==> config.mk <==
export PLATFORM = sky130hd
export DESIGN_NAME = ysyx_23060201_store_buf
export DESIGN_NICKNAME = d
export VERILOG_FILES = /design/src/rtl/ysyx_23060201_store_buf.sv
export SDC_FILE = /design/constraint.sdc
export NUM_CORES = 1
export LEC_CHECK = 0
export CAP_MARGIN = 15
export CORE_ASPECT_RATIO = 1.2
export CORE_MARGIN = 1.5
export CORE_UTILIZATION = 40
export DETAILED_ROUTE_END_ITERATION = 6
export HOLD_SLACK_MARGIN = 0.05
export PLACE_DENSITY = 0.61
export SYNTH_ARGS = -nofsm -noshare
export SYNTH_HDL_FRONTEND = slang
export SYNTH_SLANG_ARGS = --single-unit
==> constraint.sdc <==
create_clock -name clk -period 4.7 [get_ports clk]
set_clock_uncertainty 0.05 [all_clocks]
set_input_delay 1.41 -clock clk [delete_from_list [all_inputs] [get_ports clk]]
set_output_delay 1.41 -clock clk [all_outputs]
set_load 0.03 [all_outputs]
==> src/rtl/ysyx_23060201_store_buf.sv <==
// Store buffer: aligns byte/half/word stores into word-lane writes and queues
// them in a small circular FIFO in front of the memory write port.
module ysyx_23060201_store_buf #(
  parameter int MEM_ADDR_WIDTH = 32,
  parameter int DATA_WIDTH     = 32,
  parameter int DEPTH          = 4
) (
  input  logic                          clk,
  input  logic                          rst,
  input  logic                          in_valid,
  output logic                          in_ready,
  input  logic [MEM_ADDR_WIDTH-1:0]     in_addr,
  input  logic [DATA_WIDTH-1:0]         in_data,
  input  logic [1:0]                    in_size,
  input  logic                          mem_ready,
  output logic                          mem_wen,
  output logic [MEM_ADDR_WIDTH-1:0]     mem_waddr,
  output logic [DATA_WIDTH-1:0]         mem_wdata,
  output logic [7:0]                    mem_wmask,
  output logic                          misalign_err,
  output logic [MEM_ADDR_WIDTH-1:0]     err_addr,
  output logic [$clog2(DEPTH):0]        count
);

  localparam int PTR_W = $clog2(DEPTH);
  localparam int CNT_W = PTR_W + 1;

  typedef enum logic [1:0] {
    SZ_BYTE = 2'd0,
    SZ_HALF = 2'd1,
    SZ_WORD = 2'd2,
    SZ_ILL  = 2'd3
  } size_e;

  logic [MEM_ADDR_WIDTH-1:0] r_addr [DEPTH];
  logic [DATA_WIDTH-1:0]     r_data [DEPTH];
  logic [3:0]                r_mask [DEPTH];

  logic [PTR_W-1:0]          r_head;
  logic [PTR_W-1:0]          r_tail;
  logic [CNT_W-1:0]          r_count;
  logic                      r_err;
  logic [MEM_ADDR_WIDTH-1:0] r_err_addr;

  size_e                     w_size;
  logic [1:0]                w_off;
  logic                      w_legal;
  logic [3:0]                w_mask;
  logic [DATA_WIDTH-1:0]     w_wdata;
  logic [MEM_ADDR_WIDTH-1:0] w_waddr;
  logic                      w_accept;
  logic                      w_push;
  logic                      w_pop;

  assign w_size  = size_e'(in_size);
  assign w_off   = in_addr[1:0];
  assign w_waddr = {in_addr[MEM_ADDR_WIDTH-1:2], 2'b00};

  // Lane placement is computed at enqueue so the drain side is a plain read.
  always_comb begin
    w_legal = 1'b0;
    w_mask  = '0;
    w_wdata = '0;
    unique case (w_size)
      SZ_BYTE: begin
        w_legal = 1'b1;
        w_mask  = 4'b0001 << w_off;
        w_wdata = DATA_WIDTH'(in_data[7:0]) << {w_off, 3'b000};
      end
      SZ_HALF: begin
        w_legal = ~in_addr[0];
        w_mask  = 4'b0011 << w_off;
        w_wdata = DATA_WIDTH'(in_data[15:0]) << {w_off, 3'b000};
      end
      SZ_WORD: begin
        w_legal = (w_off == 2'b00);
        w_mask  = 4'b1111;
        w_wdata = in_data;
      end
      default: begin
        w_legal = 1'b0;
      end
    endcase
  end

  assign in_ready = (r_count < CNT_W'(DEPTH));
  assign w_accept = in_valid && in_ready && !rst;
  assign w_push   = w_accept && w_legal;
  assign w_pop    = mem_wen;

  // Strobe is masked while reset is held so nothing leaves a buffer being flushed.
  assign mem_wen   = !rst && (r_count != '0) && mem_ready;
  assign mem_waddr = mem_wen ? r_addr[r_head] : '0;
  assign mem_wdata = mem_wen ? r_data[r_head] : '0;
  assign mem_wmask = mem_wen ? {4'b0000, r_mask[r_head]} : '0;

  assign misalign_err = r_err;
  assign err_addr     = r_err_addr;
  assign count        = r_count;

  always_ff @(posedge clk) begin
    if (rst) begin
      r_head     <= '0;
      r_tail     <= '0;
      r_count    <= '0;
      r_err      <= 1'b0;
      r_err_addr <= '0;
    end else begin
      if (w_push) begin
        r_addr[r_tail] <= w_waddr;
        r_data[r_tail] <= w_wdata;
        r_mask[r_tail] <= w_mask;
        r_tail         <= r_tail + PTR_W'(1);
      end
      if (w_pop) begin
        r_head <= r_head + PTR_W'(1);
      end
      r_count <= r_count + CNT_W'(w_push) - CNT_W'(w_pop);
      r_err   <= w_accept && !w_legal;
      if (w_accept && !w_legal) begin
        r_err_addr <= in_addr;
      end
    end
  end

endmodule

-- Yosys cells after proc, flatten, opt, wreduce, memory -nomap -nowiden
Memory sizes are Yosys's and may differ from the RTL's. A register that Yosys moved wholly into a read port is not among the register bits.
Cells that the tools add are included.
- add/sub/neg operators: 4
- multipliers: 0
- div/mod/pow operators: 0
- $lt $le $gt $ge: 1
- eq/ne operators: 2
- shifts and indexed selects: 4
- multiplexer cells: 15
- bitwise operators: 1
- reduce and logical (&&, ||, !) cells: 11
- operator list (operator ; number):
    $pmux W32 S3 ; 1
    $mux W32 ; 2
    $shl A16 B5 Y32 ; 1
    $shl A8 B5 Y32 ; 1
    $mux W2 ; 6
    $pmux W4 S3 ; 1
    $logic_and A1 B1 Y1 ; 6
    $add A2 B1 Y2 const B ; 2
    $logic_not A2 Y1 ; 2
    $mux W4 ; 1
    $shl A1 B2 Y4 const A ; 1
    $shl A2 B2 Y4 const A ; 1
    $add A3 B1 Y3 ; 1
    $lt A3 B3 Y1 const B ; 1
    $mux W1 ; 3
    $pmux W1 S3 ; 1
    $reduce_bool A3 Y1 ; 1
    $sub A3 B1 Y3 ; 1
    $eq A2 B1 Y1 const B ; 1
    $eq A2 B2 Y1 const B ; 1
    $logic_not A1 Y1 ; 2
    $not A1 Y1 ; 1
- bits in registers: 40
- latch bits: 0
- memory bits (writable): 264
- memory bits (read-only): 0
- bits of input ports: 70
- output and inout port bits: 110
- logic and storage cells: 46
- memories kept: 3
- memory list (memory ; depth ; bits a word ; rd ports ; clocked after memory_dff ; write ports ; RTL line ; source):
    r_data ; 4 ; 32 ; 1 ; 1 ; 1 ; 36 ; logic [DATA_WIDTH-1:0] r_data [DEPTH];
    r_addr ; 4 ; 30 ; 1 ; 1 ; 1 ; 35 ; logic [MEM_ADDR_WIDTH-1:0] r_addr [DEPTH];
    r_mask ; 4 ; 4 ; 1 ; 1 ; 1 ; 37 ; logic [3:0] r_mask [DEPTH];

-- Depth between registers and ports, before layout
Gate-level depths: netlist of the first run.
- depth in word-level cells: 7
- depth in mapped cells: 9
- gate-level depth less buffers: 8

-- Worst setup path before layout of the first run
OpenSTA, ideal clock, no wires.
- path type: input to register
- start: in in_size[0]
- end: mem r_addr[0][0] (netlist name), enable pin
- library setup time: 431 ps
- arrival: 3684 ps
- data required time: 4219 ps
- path slack: 535 ps
- stages: 4
- buffers on the path: 1
- path through: buf_2 a21oi_1 o21a_1 and2_1
- cells in the longest elaborated chain, start to end: 6
- elaborated cells on any way between the ends: 8
- RTL lines (item ; RTL line ; source):
    start: declaration ; 14 ; input logic [1:0] in_size,
    $eq A2 B2 Y1 (tied with other cells) ; 64 ; unique case (w_size)
    $pmux W1 S3 * ; 64 ;
    $logic_and A1 B1 Y1 * ; 88 ; assign w_push = w_accept && w_legal;
    $mux W1 * ; 109 ; if (w_push) begin
    $mux W1 * ; 102 ; if (rst) begin
    $mux W1 (implied by the code) * ; 110 ; r_addr[r_tail] <= w_waddr;
    end: declaration ; 35 ;
Mark *: on every way between the ends. The rest lies on a longest branch, timed or not.

-- Worst setup path in the final report of the first run
- start: in mem_ready
- end: out mem_wen
- cells in the longest elaborated chain, start to end: 1
- RTL lines (item ; RTL line ; source):
    start: declaration ; 15 ; input logic mem_ready,
    $logic_and A1 B1 Y1 ; 92 ; assign mem_wen = !rst && (r_count != '0) && mem_ready;
    end: declaration ; 16 ; output logic mem_wen,
Every way passes these cells.

==> summary.txt, run 1 <==
Clock tree
  – CTS tree: built
  – # resized after CTS: 0
  – CTS Hold Bufs: 0
  – Post-CTS Setup Bufs: 0
  – Clock Sinks: 306
  – Root Buffer: clkbuf_16
  – Htree depth: 1
  – CTS Buf Count: 30
  – Clock tree buffer depth: 3
  – Clock transition at the registers of the reported paths: 0.06 ns
  – Clock Latency Late Sink: 0.54 ns

Placed design
  – RD Place Congestion: 0.800
  – IO buf count: 173
  – HPWL Detailed: 16700 um

Floorplanning
  – Die Y-Extent: 196 um
  – Die area: 0.0322 mm^2
  – Top Ports: between 150 and 200
  – Core Region: 0.0306 mm^2
  – Starting Density: 40.7%
  – Row count: 70
  – Die boundary width: 164 um

Routing
  – Drt first-iter violations: 464
  – DR vias: just under 7000
  – ANT nets after route: 0
  – WL per Instance: 21.2 um
  – TritonRoute pass-1 iters: 4
  – DR vias/cell: around 5.2
  – DRC violations left: 0
  – Post-Route WL: 27300 um

Critical path
  – Critical-path cell list: clkdlybuf4s50_1, nand2b_1, nor2_1, clkdlybuf4s50_1
  – Slowest cell on crit path: clkdlybuf4s50_1
  – Critical Path RT: 3.24 ns
  – Critical Path Fanout Max: 3
  – RR Startpoint: count[2]$_SDFF_PP0_
  – Kind of critical path: input port to output pin
  – Flop2flop setup slack: 2.42 ns
  – Critical path capture point type: output pin
  – Worst Reg-to-Reg Cells: 9
  – Reg-to-reg critical path endpoint: count[2]$_SDFF_PP0_
  – Crit path DAT: 2.97 ns
  – Startpoint types: input port
  – CP max stage delay: 0.74 ns
  – Crit path top cell by count: clkdlybuf4s50_1

Synth
  – YS warnings: 0
  – Cell taking the most area after synthesis: edfxtp_1
  – Yosys cell types: 40
  – Synth area leaders: edfxtp_1 64%, mux4_2 12%, dfxtp_1 6.8%
  – FF+latch count, synth: 306
  – Mapped Cells: 691
  – Commonest cells in the netlist: 264 x edfxtp_1, 66 x and3_1, 66 x mux4_2
  – Dominant synthesized flop cell: edfxtp_1
  – EDFF count, synth: ~260
  – Mapped Area: 0.0124 mm^2
  – Seq/Total Area, Yosys: approximately 70%
  – Mean Syn Cell Area: 18.0 um^2
  – Most common cell in the netlist: edfxtp_1
  – Synth top area share: 63.7%
  – FFs w/ async S/R, synth: 0%

STA
  – Final min period: 4.43 ns
  – Pins Over Slew Limit: 0
  – Final period util: between 90% and 100%
  – Slew HR: between 40% and 50%
  – Final TNS setup: 0 ns
  – Max Clk Rate: 226 MHz
  – Final Hold Viols: 0
  – RSZ-0062 raised after global routing: false
  – Worst Tran Pin Value: 0.756 ns
  – Final Setup Violations: 0

GRT
  – Vias in the first global route: ~7000
  – Largest net degree at the start of global routing: 68
  – Initial antenna violation count: 0
  – GRT Overall Usage: 17.1%
  – Global-route wire length before repair: roughly 42000 um
  – GRT Residual Overflow: 0

Power
  – Peak VDD IR: 0.000241 V
  – P per Cell Area: 443 mW/mm^2
  – Leakage: 5.58 nW
  – Pwr Total: 7.00 mW

Worst hold path
  – HP Start: r_head[1]$_SDFFE_PP0P_
  – Worst Hold Class: flop to flop
  – WHS Path Cells: 1

Layout
  – Area Growth Syn to Fin: 27.1%
  – Layout cells sized above 1: 28.1%
  – Final net count: between 900 and 1000
  – ANT cells: 0

Job
  – Max_cap viols: 0

Run status
  – Status: completed
area by class of cell:
type | count | area (um^2)
clock buffers | 38 | 852
clock inverters | 17 | 254
fillers | 2543 | 14700
inverters | 6 | 22.5
multi-input cells | 330 | 3410
flip-flops and latches | 306 | 8780
well taps | 396 | 495
repair buffers | 196 | 2010
through the flow:
stage / std cells / util, % / instance area (um^2) / hold slack (ns) / worst slack (ns)
CTS: 1288 / 51.7 / 15800 / 0.398 / 0.260
detailed placement: 1233 / 48.1 / 14700 / 0.386 / 0.262
global route: 1289 / 51.7 / 15800 / 0.437 / 0.211
global placement: 1233 / 48.1 / 14700 / 0.383 / 0.287
floorplan: 696 / - / 12500 / 0.377 / 0.535
finish: 1289 / 51.7 / 15800 / 0.394 / 0.273
worst max-delay path: cells and delay by family:
kind,cells,cell delay (ns)
buffers and inverters,2,1.24
AND/OR/NAND/NOR,2,0.31
kinds of logic after synthesis:
group | count (synthesis) | synth area share (%)
AOI/OAI and AO/OA | 56 | 2.77
adders and majority gates | 6 | 0.663
DFF | 306 | 70.4
muxes | 100 | 15.8
xor gates and xnor gates | 3 | 0.211
other | 1 | 0.0301
and+or+nand+nor | 159 | 7.62
buffers and inverters | 60 | 2.47
power by group:
part           switching (mW)  leakage (nW)  internal, mW
clock network            1.01         0.538          1.61
registers              0.0631          2.75          3.06
logic                   0.693          2.29         0.569
total                    1.76          5.58          5.24
sequential cells by signal (all words and copies together) (netlist names), named ones only:
register	flops
r_tail	2
r_head	2
r_mask	16
r_addr	120
count	3
misalign_err	1
err_addr	32
r_data	128
cells in the final DEF, fill, tap and decap left out, types with 6 or more instances in the layout:
cell type,synthesis,layout
a22oi_1,8,8
a32oi_1,8,8
and3_1,66,66
buf_12,0,22
buf_4,7,67
bufinv_16,0,6
clkbuf_16,0,31
clkdlybuf4s50_1,0,106
conb_1,1,6
dfxtp_1,42,40
edfxtp_1,264,264
inv_1,6,6
mux2_4,27,27
mux4_2,66,66
nand2_1,29,29
nor2b_1,40,39
o21ai_0,30,30
layer usage:
layer  up-vias  track usage (%)  part of all wire, %
li1       3070                -                    -
met3        35             3.72                  7.0
met5         -                0                    0
met4         0             3.87                  1.5
met2       217             28.8                   49
met1      3433             22.7                   43
how the worst max path moves through the flow:
stage	from	endpoint	cells past startpoint
CTS	mem_ready	mem_wen	4
finish	mem_ready	mem_wen	4
detailed placement	mem_ready	mem_wen	4
floorplan	in_size[0]	r_addr[0][0]$_DFFE_PP_	4
global placement	mem_ready	mem_wen	4
global route	mem_ready	mem_wen	4
No activity file was read; power rests on OpenSTA's default activity.
==> run 2: changes to the inputs <==
CORE_ASPECT_RATIO = 1.75   (was 1.2)
==> summary.txt, run 2 (synthesized netlist as in run 1, its figures left out) <==
Clock tree
  – CTS Buf Count: 27 (-10%)
  – Clock transition at the registers of the reported paths: 0.06 ns (about the same)
  – Htree depth: 1 (unchanged)
  – # resized after CTS: 0 (unchanged)
  – CTS Hold Bufs: 0 (unchanged)
  – Post-CTS Setup Bufs: 0 (unchanged)
  – Root Buffer: clkbuf_16
  – Clock Sinks: 306 (unchanged)
  – Clock tree buffer depth: 3 (unchanged)
  – Clock Latency Late Sink: 0.53 ns (about the same)
  – CTS tree: built

Critical path
  – Critical Path RT: 3.24 ns (about the same)
  – Worst path bufs/invs: 2 (unchanged)
  – Slowest cell on crit path: clkdlybuf4s50_1
  – CP top delay family: buffers and inverters
  – CP max stage delay: 0.71 ns (-0.03 ns)
  – Critical Path Fanout Max: 3 (unchanged)
  – Crit path top cell by count: clkdlybuf4s50_1
  – Crit path DAT: 2.90 ns (-0.07 ns)
  – Kind of critical path: input port to output pin
  – Critical path capture point type: output pin
  – Startpoint types: input port
  – Critical-path cell list: clkdlybuf4s50_1, nand2b_1, nor2_1, clkdlybuf4s50_1

Layout
  – Area Growth Syn to Fin: 25.2%
  – Commonest non-fill, non-tap cell in the layout: edfxtp_1
  – Layout cells sized above 1: 26.6% (-1.5 points)
  – Non-filler cells, final: 1277 (-0.93%)
  – Most frequent cells in the layout: 264 x edfxtp_1, 106 x clkdlybuf4s50_1, 66 x mux4_2, 66 x and3_1, 59 x buf_4
  – Fill count: 2559 (+0.63%)
  – Final net count: 940 (-0.63%)
  – Max FFs per register: 128 (unchanged)
  – Most flops, register: r_data

Power
  – Internal cell power: 4.81 mW (-8.3%)
  – Switching pwr: 1.71 mW (-3.1%)
  – Peak VDD IR: 0.000310 V (+29%)
  – P per Cell Area: 418 mW/mm^2 (-5.6%)
  – Reg power frac: 48.1% (+3.5 points)
  – Clock network fraction of total power: 32.6% (-4.8 points)
  – Gate power share: 19.3% (+1.3 points)
  – Switching Share: 26.2% (+1.0 points)
  – Leakage: 5.44 nW (-2.4%)

Floorplanning
  – Top Ports: 180 (unchanged)
  – Die boundary width: 136 um (-17%)
  – Core Region: 0.0307 mm^2 (+0.55%)
  – Die Y-Extent: 236 um (+20%)
  – Starting Density: 40.5% (-0.22 points)
  – Row count: 85 (+21%)
  – Die area: 0.0322 mm^2 (+0.12%)

Routing
  – DR vias: 6653 (-1.5%)
  – Drt first-iter violations: 291 (-37%)
  – DRC violations left: 0 (unchanged)
  – ANT nets after route: 0 (unchanged)
  – WL per Instance: 21.6 um (+2.1%)
  – DR vias/cell: 5.21 (-0.58%)
  – Post-Route WL: 27600 um (+1.1%)
  – TritonRoute pass-1 iters: 4 (unchanged)

STA
  – Slew HR: 46.4% (-2.6 points)
  – Final Setup Violations: 0 (unchanged)
  – Final period util: 92.8% (-1.4 points)
  – Final Hold Viols: 0 (unchanged)
  – Worst Tran Pin Value: 0.795 ns (+0.0386 ns)
  – Max Clk Rate: 229 MHz (+1.5%)
  – RSZ-0062 raised after global routing: false
  – Pins Over Slew Limit: 0 (unchanged)
  – Final min period: 4.36 ns (-0.0645 ns)
  – Final TNS setup: 0 ns (unchanged)

GRT
  – Largest net degree at the start of global routing: 68 (unchanged)
  – Global-route wire length before repair: 41800 um (+0.50%)
  – Vias in the first global route: 7020 (-0.30%)
  – GRT Overall Usage: 17.4% (+0.31 points)
  – GRT Residual Overflow: 0 (unchanged)
  – Initial antenna violation count: 0 (unchanged)

Placed design
  – HPWL Detailed: 17500 um (+4.9%)
  – IO buf count: 173 (unchanged)
  – Placed cells: 1225 (-0.65%)
  – RD Place Congestion: 0.805 (+0.55%)

Worst hold path
  – Worst Hold Class: flop to flop

Job
  – Max_cap viols: 0 (unchanged)

Run status
  – Status: completed
[run 2: area by class of cell]
type                       count  area, um^2  share of cell area (%)
tap                          391         489                    3.14
clock buffer                  32         694                    4.45
inverter                       6        22.5                   0.144
antenna                        2        5.00                  0.0321
multi-input combinational    330        3410                    21.9
timing repair buffer         193        2050                    13.1
clock inverter                17         145                   0.931
sequential                   306        8780                    56.3
[run 2: path summary, 6_finish.rpt]
path	cells past startpoint	slack (ns)	startpoint	end
worst max-delay path	4	0.34	mem_ready	mem_wen
worst min-delay path	1	0.40	r_head[1]$_SDFFE_PP0P_	flop
worst max register to register	9	2.34	count[2]$_SDFF_PP0_	count[2]$_SDFF_PP0_
worst min register to register	1	0.40	r_head[1]$_SDFFE_PP0P_	flop
[run 2: per-layer routing]
metal | vias up | routed length (um) | GRT usage (%)
met5 | - | 0 | 0
met4 | 0 | 570 | 4.77
met1 | 3376 | 10700 | 20.7
met2 | 202 | 14500 | 31.5
li1 | 3040 | - | -
met3 | 35 | 1820 | 3.61
[run 2: per-stage QoR]
stage	util [%]	power (mW)	hold slack [ns]	worst slack, ns	instance area [um^2]
after floorplan	-	3.94	0.377	0.535	12500
after global placement	47.9	4.44	0.390	0.350	14700
after detailed placement	47.9	4.46	0.390	0.345	14700
after CTS	50.6	6.60	0.403	0.329	15600
after global routing	50.7	6.79	0.427	0.230	15600
final	50.7	6.52	0.399	0.337	15600
[run 2: power groups by stage]
stage          Sequential (mW)  Combinational [mW]  Clock, mW
2_1_floorplan             3.23               0.710          0
3_3_place_gp              3.19                1.25          0
3_5_place_dp              3.20                1.26          0
4_1_cts                   3.14                1.26       2.19
5_1_grt                   3.15                1.35       2.29
6_report                  3.13                1.26       2.12
